==> config.mk <==
export PLATFORM = sky130hd
export DESIGN_NAME = regfile_write_arbiter
export DESIGN_NICKNAME = d
export VERILOG_FILES = /design/src/rtl/regfile_write_arbiter.sv
export SDC_FILE = /design/constraint.sdc
export NUM_CORES = 1
export LEC_CHECK = 0
export ABC_AREA = 1
export CAP_MARGIN = 20
export CELL_PAD_IN_SITES_DETAIL_PLACEMENT = 1
export CELL_PAD_IN_SITES_GLOBAL_PLACEMENT = 2
export CORE_UTILIZATION = 23
export DETAILED_ROUTE_END_ITERATION = 10
export PLACE_DENSITY_LB_ADDON = 0.3
export SYNTH_ARGS = -nofsm -noshare
export SYNTH_HDL_FRONTEND = slang
export SYNTH_SLANG_ARGS = --single-unit
==> constraint.sdc <==
create_clock -name clk -period 2.1 [get_ports clk]
set_input_delay 0.315 -clock clk [delete_from_list [all_inputs] [get_ports clk]]
set_output_delay 0.315 -clock clk [all_outputs]
set_load 0.1 [all_outputs]
==> src/rtl/regfile_write_arbiter.sv <==
// regfile_write_arbiter: shares the regfile general and r0 write ports among ALU, MEM and mul/div writeback.
module regfile_write_arbiter #(
    parameter int DATA_W    = 16,
    parameter int ADDR_W    = 4,
    parameter bit RR_ENABLE = 1'b1
) (
    input  logic              clk,
    input  logic              reset_n,
    input  logic              alu_valid,
    input  logic [ADDR_W-1:0] alu_reg,
    input  logic [DATA_W-1:0] alu_data,
    output logic              alu_ready,
    input  logic              mem_valid,
    input  logic [ADDR_W-1:0] mem_reg,
    input  logic [DATA_W-1:0] mem_data,
    output logic              mem_ready,
    input  logic              md_valid,
    input  logic [DATA_W-1:0] md_r0_data,
    input  logic              md_rem_en,
    input  logic [ADDR_W-1:0] md_rem_reg,
    input  logic [DATA_W-1:0] md_rem_data,
    output logic              md_ready,
    output logic [1:0]        registerWrite,
    output logic [ADDR_W-1:0] regWriteLocal,
    output logic [DATA_W-1:0] dataWrite,
    output logic [DATA_W-1:0] r0Write,
    output logic              wr_busy
);
    typedef enum logic {MD_IDLE, MD_REM_PEND} md_state_t;
    md_state_t         state, state_next;
    logic              rr_last;
    logic [ADDR_W-1:0] rem_reg;
    logic [DATA_W-1:0] rem_data;
    logic              md_acc, alu_ok, mem_ok, alu_first;
    logic              g_rem, g_alu, g_mem;
    logic [ADDR_W-1:0] gen_reg;
    logic [DATA_W-1:0] gen_data;

    always_ff @(posedge clk) begin
        if (!reset_n)
            state <= MD_IDLE;
        else
            state <= state_next;
    end

    always_comb begin
        state_next = state;
        if (state == MD_IDLE && md_acc && md_rem_en)
            state_next = MD_REM_PEND;
        else if (state == MD_REM_PEND && g_rem)
            state_next = MD_IDLE;
    end

    always_comb begin
        md_ready = reset_n && state == MD_IDLE;
    end

    // A general write to r0 would collide with the r0 port in the same cycle, so it is held back.
    always_comb begin
        md_acc    = md_valid && md_ready;
        alu_ok    = reset_n && alu_valid && !(md_acc && alu_reg == '0);
        mem_ok    = reset_n && mem_valid && !(md_acc && mem_reg == '0);
        alu_first = (RR_ENABLE == 1'b0) || rr_last;
        g_rem     = reset_n && state == MD_REM_PEND;
        g_alu     = !g_rem && alu_ok && (!mem_ok || alu_first);
        g_mem     = !g_rem && mem_ok && (!alu_ok || !alu_first);
        gen_reg   = g_rem ? rem_reg : g_alu ? alu_reg : mem_reg;
        gen_data  = g_rem ? rem_data : g_alu ? alu_data : mem_data;
    end

    assign alu_ready = g_alu;
    assign mem_ready = g_mem;
    assign wr_busy   = (registerWrite != 2'b00) || state == MD_REM_PEND;

    // rr_last = 1 means MEM was granted last, so ALU wins the next tie.
    always_ff @(posedge clk) begin
        if (!reset_n) begin
            registerWrite <= 2'b00;
            regWriteLocal <= '0;
            dataWrite     <= '0;
            r0Write       <= '0;
            rem_reg       <= '0;
            rem_data      <= '0;
            rr_last       <= 1'b1;
        end else begin
            registerWrite <= {md_acc, g_rem || g_alu || g_mem};
            if (md_acc)
                r0Write <= md_r0_data;
            if (md_acc && md_rem_en) begin
                rem_reg  <= md_rem_reg;
                rem_data <= md_rem_data;
            end
            if (g_rem || g_alu || g_mem) begin
                regWriteLocal <= gen_reg;
                dataWrite     <= gen_data;
            end
            if (g_alu)
                rr_last <= 1'b0;
            else if (g_mem)
                rr_last <= 1'b1;
        end
    end
endmodule
Yosys cells after proc, flatten, opt, wreduce, memory -nomap -nowiden

Index checks and enable logic that the tools add are counted.

Bitwise gates (word level): 1
Reductions and logical operators: 33
Mux-type cells: 8

Operators with widths:

| cell               | number |
|---|---|
| 16-bit two-way mux | 2 |
| 1-bit logical AND  | 17 |
| 4-bit zero test    | 2 |
| 4-bit two-way mux  | 2 |
| 1-bit zero test    | 6 |
| 2-bit nonzero test | 3 |
| 1-bit logical OR   | 5 |
| 1-bit two-way mux  | 4 |
| 1-bit inverter     | 1 |

Output and inout bits: 42
Logic and storage cells: 50
Flip-flop bits (word level): 60

Logic depth before layout (Yosys ltp)

Word-level depth: 11
Gate-level depth with buffers: 12
Mapped depth without buffers: 11

Worst setup path after synthesis

No wires, ideal clock.

Path kind: reg2out
Start: reg registerWrite[1]
End: out wr_busy
Stages on the path, launching flop included: 3
Required time: 1.785 ns
Arrival: 1.717 ns
Buffers on the path: 0
Path slack: 0.068 ns
Cell sequence: dfxtp_1 nor2_1 nand2_1

Word-level cells in the longest chain between the ends: 2

RTL lines:

| item                   | line | source |
|---|---|---|
| from (decl)            | 23   | `output logic [1:0] registerWrite,` |
| from (signal assigned) | 86   | `registerWrite <= {md_acc, g_rem \|\| g_alu \|\| g_mem};` |
| 2-bit nonzero test     | 73   | `assign wr_busy = (registerWrite != 2'b00) \|\| state == MD_REM_PEND;` |
| 1-bit logical OR       | 73   |  |
| to (decl)              | 27   | `output logic wr_busy` |

Every way passes these cells.

Worst setup path in the final report

Start: in mem_reg[0]
End: out mem_ready

Word-level cells in the longest chain between the ends: 6

RTL lines:

| item                           | line | source |
|---|---|---|
| from (decl)                    | 14   | `input logic [ADDR_W-1:0] mem_reg,` |
| 4-bit zero test                | 62   | `mem_ok = reset_n && mem_valid && !(md_acc && mem_reg == '0);` |
| 1-bit logical AND              | 62   |  |
| 1-bit zero test                | 62   |  |
| 1-bit logical AND              | 62   |  |
| 1-bit logical AND (2 in a row) | 66   | `g_mem = !g_rem && mem_ok && (!alu_ok \|\| !alu_first);` |
| to (decl)                      | 16   | `output logic mem_ready,` |

Every way passes these cells.

==> results_dict.tcl <==
set metrics [dict create \
    std_cell_rows 40 \
    via_count 2980 \
    antenna_found_initial 0 \
    io_buffers 123 \
    whs_ps 370 \
    reg_top3 "dataWrite x16, r0Write x16, rem_data x16" \
    diodes 0 \
    p_clk_frac 0.427 \
    drt-vias-per-instance 4.19 \
    die_x_microns 113 \
    outcome "completed" \
    avgSynthCellArea_sq_um 6.85 \
    dpl.cell_count 695 \
    rsz0062_at_grt "false" \
    synth_ff_type "dfxtp_1" \
    crit_required_ps 1780 \
    busiest_layer "met2" \
    clockRootBuffer "clkbuf_16" \
    core_area_sq_um 12100 \
    synth_area_sq_um 2860 \
    finalSetupViolCount 0 \
    final_common_cell "nand2_1" \
    grt_pass1_vias 3130 \
    die_y_microns 113 \
    max_cap_violations 0 \
    area_delta_synth_final_pct 59.9 \
    finalHoldViolCount 0 \
    grt_max_degree 22 \
    end_kind "primary output" \
    post-place-ws_ps 62.6 \
    power_per_cell_area_nw_per_um2 924 \
    clk_pin_slew_ps 50 \
    drive_gt1_frac 0.164 \
    grtUsageTotal 0.158 \
    ys_seq_elements 60 \
    fin_crit_ps 1970 \
    syn-num-nets 499 \
    p_leak_nw 2.04 \
    syn_inst 417 \
    switchingPower_w 0.00135 \
    final_cells 711 \
    firstDrtPassIters 4 \
    ant_nets 0 \
    ios 124 \
    clock_skew_ps 3.09 \
    synth_edf_count 0 \
    p_seq_frac 0.301 \
    clock_latency_ps 320 \
    switching_share 0.321 \
    grt_use_met2 0.271 \
    cp.arrival_ps 1650 \
    cp_slowest_stage_delay_ps 500 \
    h-tree-depth 3 \
    max-vdd-ir-drop_mv 0.347 \
    start_util 0.237 \
    drtIter0Drc 106 \
    power.total_w 0.00422 \
    grt.overflow.total 0 \
    ys.warnings.count 0 \
    critPathLaunchType "input port" \
    power_frac_comb 0.272 \
    worstSetupPathType "input port to primary output" \
    crit_fanout 3 \
    nFillCells 1471 \
    cts_setup_buffers 0 \
    most-common-layout-cells "nand2_1 (143), clkdlybuf4s50_1 (80), nor2_1 (67)" \
    hold_class "input port to flop" \
    finalMaxSlewViolations 0 \
    routabilityCongestion 0.726 \
    routed_wl_mm 9.74 \
    fmax_mhz 509 \
    clockBufferDepth 2 \
    p_int_w 0.00287 \
    grtUsageMet3 0.0351 \
    cts_made_buffers 9 \
    seq_area_frac_synth 0.421 \
    use_met1 0.196 \
    synth_cell_types 19 \
    numClockSinks 60 \
    drc 0 \
    final_nets 620 \
    cp_slowest_cell "clkdlybuf4s50_1" \
    dpl.hpwl_mm 7.38 \
    timing.setup.tns_ps 0 \
    cts_tree "done" \
    path_cells "clkdlybuf4s50_1 > nor2_1 > nand2_1 > inv_1 > nand2_2 > nand2_1 > nor2_2 > nand2_2 > inv_2 > buf_12" \
    async_reset_ff_frac 0 \
    slew_headroom 0.591 \
    grt_pass1_wl_mm 15.8 \
    max_slew.worst_pin.slew_ps 612 \
    die-area_sq_um 12900 \
    finalWorstSetupSlack_ps 134 \
    fin_crit_sh 0.936 \
    wire_per_inst_microns 13.7 \
]
[cells in the mapped netlist, types with 2 or more instances]
cell	instances	area (sq um)
inv_2	2	7.51
nand3_4	3	52.6
buf_2	7	35.0
clkbuf_1	12	45.0
nor2_1	68	255
o21ai_1	21	105
nand3_2	2	20.0
buf_6	9	101
nand2_2	2	12.5
nand2_1	143	537
nand3_1	16	80.1
nand3b_1	18	135
inv_1	12	45.0
a21oi_1	38	190
dfxtp_1	60	1200
[per-stage QoR]
step | util | cell area (sq um)
6_report | 0.379 | 4570
4_1_cts | 0.378 | 4560
3_5_place_dp | 0.348 | 4190
2_1_floorplan | - | 2860
5_1_grt | 0.379 | 4570
3_3_place_gp | 0.348 | 4190
[power groups by stage]
stage	logic [W]	clock network [W]	registers, W
floorplan	0.000311	0	0.00177
finish	0.00115	0.00180	0.00127
detailed placement	0.00115	0	0.00129
global placement	0.00114	0	0.00129
global route	0.00121	0.00191	0.00128
CTS	0.00116	0.00185	0.00127
[repair_timing]
action                                  in CTS  in global routing
hold buffers                                 0                  0
gates resized for setup                      0                  3
endpoints found under the setup margin       0                  1
[critical path: cells and delay by family]
family / cells / cell delay (ps)
buffers and inverters: 4 / 820
AND/OR/NAND/NOR: 6 / 510
[final timing paths]
kind / start / endpoint / cells after the start / slack, ps
min reg2reg: rem_data[5] / rem_data[5] / 2 / 460
min: reset_n / r0Write[2] / 3 / 370
max: mem_reg[0] / mem_ready / 10 / 130
max reg2reg: state / dataWrite[11] / 12 / 460
[cells by family after synthesis]
kind of cell	Yosys count	share of synthesized area
flip-flops	60	0.421
AO/OA/AOI/OAI	60	0.106
AND/OR/NAND/NOR	254	0.389
buffers and inverters	43	0.0846
[area by class of cell]
cell class | count | area [sq um] | share of cell area
repair buffers | 139 | 1320 | 0.288
flip-flops and latches | 60 | 1200 | 0.263
clock buffers | 13 | 280 | 0.0614
clock inverters | 3 | 90.1 | 0.0197
well taps | 168 | 210 | 0.0460
multi-input cells | 314 | 1420 | 0.310
inverters | 14 | 52.6 | 0.0115
[metal layers]
layer / part of all wire / vias up
met2: 0.47 / 74
met5: 0 / -
met1: 0.48 / 1338
li1: - / 1562
met3: 0.045 / 6
met4: 0.010 / 0
Power figures use the tool's default switching activity.
